===== config.mk =====
export PLATFORM = sky130hd
export DESIGN_NAME = gate_reduce_pipe
export DESIGN_NICKNAME = d
export VERILOG_FILES = /design/src/rtl/gate_reduce_pipe.sv
export SDC_FILE = /design/constraint.sdc
export NUM_CORES = 1
export LEC_CHECK = 0
export ABC_AREA = 1
export CORE_UTILIZATION = 45
export CTS_CLUSTER_SIZE = 24
export DETAILED_ROUTE_END_ITERATION = 12
export GPL_ROUTABILITY_DRIVEN = 0
export HOLD_SLACK_MARGIN = 0.08
export PLACE_DENSITY = 0.73
export SLEW_MARGIN = 10
export SYNTH_ARGS = -nofsm -noshare
export SYNTH_HDL_FRONTEND = slang
export SYNTH_SLANG_ARGS = --single-unit

===== constraint.sdc =====
create_clock -name clk -period 4.5 [get_ports clk]
set_clock_uncertainty 0.05 [all_clocks]
set_input_delay 0.9 -clock clk [delete_from_list [all_inputs] [get_ports clk]]
set_output_delay 0.9 -clock clk [all_outputs]
set_load 0.03 [all_outputs]

===== src/rtl/gate_reduce_pipe.sv =====
// Lane-wise bitwise reducer (AND/OR/XOR/NAND) with per-lane masking, a running
// accumulator and a stall-able valid/ready output pipeline STAGES registers deep.
module gate_reduce_pipe #(
  parameter int WIDTH  = 8,
  parameter int LANES  = 4,
  parameter int STAGES = 2
) (
  input  logic                   clk,
  input  logic                   rst,
  input  logic                   in_valid,
  output logic                   in_ready,
  input  logic [LANES*WIDTH-1:0] in_data,
  input  logic [LANES-1:0]       lane_mask,
  input  logic [1:0]             op_sel,
  input  logic                   acc_en,
  input  logic                   acc_clr,
  output logic                   out_valid,
  input  logic                   out_ready,
  output logic [WIDTH-1:0]       out_data,
  output logic [WIDTH-1:0]       acc_data
);

  localparam logic [1:0] OP_AND  = 2'b00;
  localparam logic [1:0] OP_OR   = 2'b01;
  localparam logic [1:0] OP_XOR  = 2'b10;
  localparam logic [1:0] OP_NAND = 2'b11;

  function automatic logic [WIDTH-1:0] identity(input logic [1:0] op);
    return (op == OP_OR || op == OP_XOR) ? '0 : '1;
  endfunction

  // NAND shares the AND core; its inversion is applied only at the emit point.
  function automatic logic [WIDTH-1:0] combine(input logic [1:0] op,
                                               input logic [WIDTH-1:0] a,
                                               input logic [WIDTH-1:0] b);
    case (op)
      OP_OR:   return a | b;
      OP_XOR:  return a ^ b;
      default: return a & b;
    endcase
  endfunction

  function automatic logic [WIDTH-1:0] reduce_lanes(input logic [1:0] op,
                                                    input logic [LANES*WIDTH-1:0] data,
                                                    input logic [LANES-1:0] mask);
    logic [WIDTH-1:0] r;
    logic [WIDTH-1:0] lane;
    r = identity(op);
    for (int i = 0; i < LANES; i++) begin
      lane = mask[i] ? data[i*WIDTH +: WIDTH] : identity(op);
      r    = combine(op, r, lane);
    end
    return r;
  endfunction

  logic [WIDTH-1:0]  acc_q;
  logic [WIDTH-1:0]  ident;
  logic [WIDTH-1:0]  r_core;
  logic [WIDTH-1:0]  acc_base;
  logic [WIDTH-1:0]  acc_res;
  logic [WIDTH-1:0]  acc_next;
  logic [WIDTH-1:0]  pre_inv;
  logic [WIDTH-1:0]  res_emit;
  logic              advance;
  logic              accept;

  logic [STAGES-1:0] vld_p;
  logic [WIDTH-1:0]  data_p [STAGES];

  assign advance  = ~vld_p[STAGES-1] | out_ready;
  assign in_ready = advance;
  assign accept   = in_valid & advance;

  // Stage 0 input side: lane reduction and accumulator fold
  always_comb begin
    ident    = identity(op_sel);
    r_core   = reduce_lanes(op_sel, in_data, lane_mask);
    acc_base = acc_clr ? ident : acc_q;
    acc_res  = combine(op_sel, acc_base, r_core);
    acc_next = acc_q;
    pre_inv  = r_core;
    if (acc_en) begin
      acc_next = acc_res;
      pre_inv  = acc_res;
    end else if (acc_clr) begin
      acc_next = ident;
    end
    res_emit = (op_sel == OP_NAND) ? ~pre_inv : pre_inv;
  end

  // Pipeline registers p0..p(STAGES-1); the whole chain shifts together on advance
  always_ff @(posedge clk) begin
    if (rst) begin
      vld_p            <= '0;
      acc_q            <= '0;
      data_p[STAGES-1] <= '0;
    end else begin
      if (accept)
        acc_q <= acc_next;
      if (advance) begin
        vld_p[0]  <= in_valid;
        data_p[0] <= res_emit;
        for (int k = 1; k < STAGES; k++) begin
          vld_p[k]  <= vld_p[k-1];
          data_p[k] <= data_p[k-1];
        end
      end
    end
  end

  assign out_valid = vld_p[STAGES-1];
  assign out_data  = data_p[STAGES-1];
  assign acc_data  = acc_q;

endmodule


==> results of run 1 <==
-- registers in the layout (all words and copies together), names as in the netlist --
signal    cells
acc_data      8
data_p       16
vld_p         2
-- power breakdown --
part | switching (mW) | internal [mW]
Combinational | 0.309 | 0.248
Sequential | 0.00933 | 0.281
Clock | 0.0716 | 0.0612
Total | 0.390 | 0.591
-- per-stage QoR --
step | setup TNS (ns) | worst slack (ns) | utilization, % | power (mW)
after floorplan | 0 | 0.05538 | - | 0.6288
after global routing | -0.1368 | -0.04355 | 61.77 | 1.073
final | 0 | 0.1912 | 61.77 | 0.9812
after global placement | -6.630 | -0.4898 | 58.41 | 0.7844
after CTS | 0 | 0.01384 | 59.57 | 0.9474
after detailed placement | -8.372 | -0.6934 | 58.41 | 0.8093
-- worst paths after layout --
path / start / to / cells past startpoint
worst min register to register: vld_p[0]$_SDFFE_PP0N_ / vld_p[1]$_SDFFE_PP0N_ / 2
worst min-delay path: vld_p[0]$_SDFFE_PP0N_ / vld_p[1]$_SDFFE_PP0N_ / 2
worst max register to register: vld_p[1]$_SDFFE_PP0N_ / data_p[1][0]$_SDFFCE_PN0P_ / 5
worst max-delay path: op_sel[0] / data_p[0][7]$_DFFE_PP_ / 30
-- final cells by class --
cell class | count | area (um^2)
clock buffer | 3 | 41.29
clock inverter | 1 | 3.754
fill | 668 | 2773
inverter | 106 | 400.4
multi-input combinational | 354 | 2344
sequential | 26 | 680.7
tap | 99 | 123.9
timing repair buffer | 97 | 887.1
-- synth_stat cells --
cell type    n
o211ai_1    13
inv_1      104
nand3_2      8
nand2_1    118
ha_1        67
o22ai_2      1
o21ai_1     15
inv_2        1
buf_4        3
buf_6        1
nand3_1     32
dfxtp_1     10
o21ai_0     19
or2_1        8
clkinv_1     1
a21oi_1     16
nor2b_1      8
clkbuf_1     5
buf_1        2
nor2_1      45
o22ai_1      2
nor2_2       2
buf_2        9
edfxtp_1    16
-- logic make-up after synthesis --
| group | count (synthesis) | share of synthesized area (%) |
|---|---|---|
| AO/OA/AOI/OAI | 66 | 11.10 |
| buffers and inverters | 126 | 14.97 |
| adder cells (fa/ha/maj) | 67 | 24.95 |
| flip-flops | 26 | 20.26 |
| AND/OR/NAND/NOR | 221 | 28.71 |
-- what timing repair did --
action	4_1_cts	5_1_grt
endpoints found under the setup margin	16	16
buffers inserted	0	3
pin swaps	4	35
gates resized for setup	17	56
-- routing by layer --
layer / GRT usage [%] / vias up
met2: 40.70 / 51
met3: 2.612 / 10
met5: 0 / -
li1: - / 1743
met1: 24.55 / 1597
met4: 4.692 / 0
-- worst max-delay path, delay by kind of cell --
kind | cells | cell delay (ns)
AO/OA/AOI/OAI | 5 | 0.55
adder cells (fa/ha/maj) | 5 | 1.30
buffers and inverters | 7 | 0.63
AND/OR/NAND/NOR | 13 | 0.93
==> run metrics, run 1 <==
initial antenna violation count 0; placed wire-length estimate 6028 um; vias in the first global route 3,277; Worst EP required 4.48 ns; largest net degree at the start of global routing 36; distinct cell type count after synthesis 24; Buffers on Ports 61; Post-Synthesis Cells 506; Worst Hold Class reg -> reg; row count 31; Starting Density 46.32%; Max Slew Vio Count 0; Peak VDD IR 112.3 uV; metal3 WL 181 um; Final setup viols 0; max layer used met4; Final ANT Viol Nets 0; Lkg Pwr 2.359 nW; DIE AREA 7815 um^2; Fmax 232.1 MHz; Synth Net Count 617; Syn-to-layout area delta 33.37%; post-placement cell area 4237 um^2; relative slew slack 35.19%; Starting DRT DRC Count 165; Tmin final 4.309 ns; Area contributors post-synth ha_1 25%, edfxtp_1 14%, nand2_1 13%; Total GRT Usage 21.07%; overall die height 88.41 um; syn_area_per_cell 6.639 um^2; drt total wl 7911 um; worst hold slack 0.4500 ns; crit-path max FO 3; CTS clk-pin slew, worst paths 0.09 ns; CTS tree built; most frequent cells in the layout 104 x nand2_1, 96 x inv_1, 59 x ha_1; R2R setup slack 2.62 ns; routed len/inst 11.53 um; TritonCTS buffer count 3; Nets 699; Synth area leader ha_1; area share of the largest cell type after synthesis 24.95%; Data arrival, critical path 4.29 ns; startpoint type of the worst setup path input port; synth warn 0; first-pass GRT wire length 13,340 um; Residual DRC 0; sequential element share of the synthesized area 20.26%; routed wl met2 4129 um; Worst-Margin Slew 0.9686 ns; router iterations before antenna repair 4; # Max-Cap Violations 0; die width 88.41 um; outcome finished clean; Pwr per Cell Area 219.0 nW/um^2; Yosys reg bits 26; Inst Count DP 679; Setup crit end kind flip-flop; core area 7253 um^2; H-tree depth 1; final hold vios 0; crit path max-delay cell type ha_1; number of buffers on the longest clock path 2; Finished Cell Area 4481 um^2; diode count 0; Finished Layout Cells 686; DRT met1 WL 3510 um; Via Count 3,401; I/O pin total 62; unrepaired setup endpoints after global routing yes; Clk Tree Root Cell clkbuf_8; hold_buf cts 0; total gr overflow 0; Synth Cell Area 3359 um^2; Setup Crit Path Kind in -> reg; Clock Latency Late Sink 0.27 ns; drt via density 4.958; crit-path most repeated cell nand2_1; layout cells sized above 1 17.04%; fin crit share 95.75%; most common cell after layout, fill and taps aside nand2_1; number of clock sinks 26; slowest stage delay, CP 0.29 ns
Note: power is estimated with default switching activity, not from simulation.
==> inputs of run 2 (changes only) <==
--- a/config.mk
+++ b/config.mk
@@ -6,12 +6,14 @@
 export NUM_CORES = 1
 export LEC_CHECK = 0
 export ABC_AREA = 1
+export CAP_MARGIN = 5
 export CORE_UTILIZATION = 45
 export CTS_CLUSTER_SIZE = 24
 export DETAILED_ROUTE_END_ITERATION = 12
 export GPL_ROUTABILITY_DRIVEN = 0
-export HOLD_SLACK_MARGIN = 0.08
+export HOLD_SLACK_MARGIN = 0.03
 export PLACE_DENSITY = 0.73
+export RECOVER_POWER = 50
 export SLEW_MARGIN = 10
 export SYNTH_ARGS = -nofsm -noshare
 export SYNTH_HDL_FRONTEND = slang
==> run 2 against run 1 <==
Clock power about the same. Fmax about the same. Final area stayed put. Global-route usage unchanged. Via count is 0.24% higher. Total power shrank 0.39%. Highest routed layer unchanged. Non-clock buffer count unchanged. Die area unchanged.
==> run metrics, run 2 (same netlist as run 1, synthesis figures left out) <==
crit-path max FO 3; Max Slew Vio Count 0; Worst-Margin Slew 0.9767 ns; most common cell after layout, fill and taps aside nand2_1; Lkg Pwr 2.381 nW; crit path max-delay cell type ha_1; TritonCTS buffer count 3; Final setup viols 0; # fillers 668; number of clock sinks 26; Residual DRC 0; core area 7253 um^2; WP buf/inv 7; hold_buf cts 0; Tmin final 4.312 ns; Setup crit end kind flip-flop; largest net degree at the start of global routing 36; Buffers on Ports 61; worst slack at placement -0.6934 ns; total gr overflow 0; placed wire-length estimate 6028 um; Final ANT Viol Nets 0; number of buffers on the longest clock path 2; overall die height 88.41 um; unrepaired setup endpoints after global routing yes; Fmax 231.9 MHz; area of the multi-input gates 2344 um^2; worst setup margin 0.1881 ns; outcome finished clean; I/O pin total 62; Inst Count DP 679; Clock Latency Late Sink 0.27 ns; # Max-Cap Violations 0; Worst Hold Class reg -> reg; drt via density 4.969; max FFs per register 16; relative slew slack 34.65%; slowest stage delay, CP 0.29 ns; fin crit share 95.82%; Setup Crit Path Kind in -> reg; Nets 699; Total GRT Usage 21.07%; Clk Tree Root Cell clkbuf_8; Peak VDD IR 111.8 uV; Biggest register data_p; Syn-to-layout area delta 33.37%; layout cells sized above 1 17.04%; DIE AREA 7815 um^2; sequential cell area 680.7 um^2; vias in the first global route 3,277; Starting DRT DRC Count 163; row count 31; CTS tree built; router iterations before antenna repair 4; final hold vios 0; die width 88.41 um; Data arrival, critical path 4.29 ns; CTS clk-pin slew, worst paths 0.09 ns; startpoint type of the worst setup path input port; diode count 0; Via Count 3,409; Starting Density 46.32%; drt total wl 7919 um; first-pass GRT wire length 13,340 um; H-tree depth 1; routed len/inst 11.54 um; Finished Layout Cells 686; crit-path most repeated cell nand2_1; initial antenna violation count 0; Top delay family on crit path adder cells; most frequent cells in the layout 104 x nand2_1, 96 x inv_1, 59 x ha_1; Worst EP required 4.48 ns; Pwr per Cell Area 218.1 nW/um^2
==> run 2: cell types whose count changed in the layout (fill, tap and decap cells not counted) <==
cell | before | now
dlygate4sd3_1 | 0 | 11
clkdlybuf4s50_1 | 57 | 46
==> run 2: repair_timing <==
item                       in CTS  in global routing
buffers inserted                0                  3
pin swaps                       4                 35
gates resized for setup        17                 56
setup endpoints to repair      16                 16
==> run 2: worst paths after layout <==
check / startpoint / to / slack (ns) / cells after the start
setup reg to reg: vld_p[1]$_SDFFE_PP0N_ / data_p[1][0]$_SDFFCE_PN0P_ / 2.61 / 5
setup / recovery: op_sel[0] / data_p[0][7]$_DFFE_PP_ / 0.19 / 30
hold reg to reg: vld_p[0]$_SDFFE_PP0N_ / vld_p[1]$_SDFFE_PP0N_ / 0.45 / 2
hold / removal: vld_p[0]$_SDFFE_PP0N_ / vld_p[1]$_SDFFE_PP0N_ / 0.45 / 2
==> run 2: per-layer routing <==
layer	vias to the layer above	wire, um	GRT usage (%)
li1	1743	-	-
met1	1595	3473	24.55
met2	61	4130	40.70
met3	10	225	2.612
met4	0	89	4.692
met5	-	0	0
==> run 2: tightest hold or removal path: cells and delay by family, from the launching register on <==
family | cells | cell delay (ns)
flip-flops | 1 | 0.31
AO/OA/AOI/OAI | 1 | 0.08
buffers and inverters | 1 | 0.07
==> run 2: cell type report <==
| cell class | count | share of cell area (%) |
|---|---|---|
| clock buffers | 3 | 0.9215 |
| repair buffers | 97 | 19.80 |
| well taps | 99 | 2.765 |
| multi-input cells | 354 | 52.30 |
| clock inverters | 1 | 0.08378 |
| inverters | 106 | 8.936 |
| flip-flops and latches | 26 | 15.19 |
==> run 2: stage by stage <==
| step | TNS (ns) | utilization (%) | hold slack, ns | area [um^2] | power, mW |
|---|---|---|---|---|---|
| finish | 0 | 61.77 | 0.4508 | 4481 | 0.9774 |
| global route | -0.1368 | 61.77 | 0.4941 | 4481 | 1.069 |
| CTS | 0 | 59.57 | 0.4564 | 4320 | 0.9474 |
| detailed placement | -8.372 | 58.41 | 0.4313 | 4237 | 0.8093 |
| global placement | -6.630 | 58.41 | 0.4120 | 4237 | 0.7844 |
| floorplan | 0 | - | 0.3965 | 3359 | 0.6288 |
==> run 2: report_power, final <==
group	switching (mW)	leakage, nW	internal [mW]
Combinational	0.310	2.10	0.245
Sequential	0.00897	0.255	0.281
Clock	0.0714	0.0231	0.0612
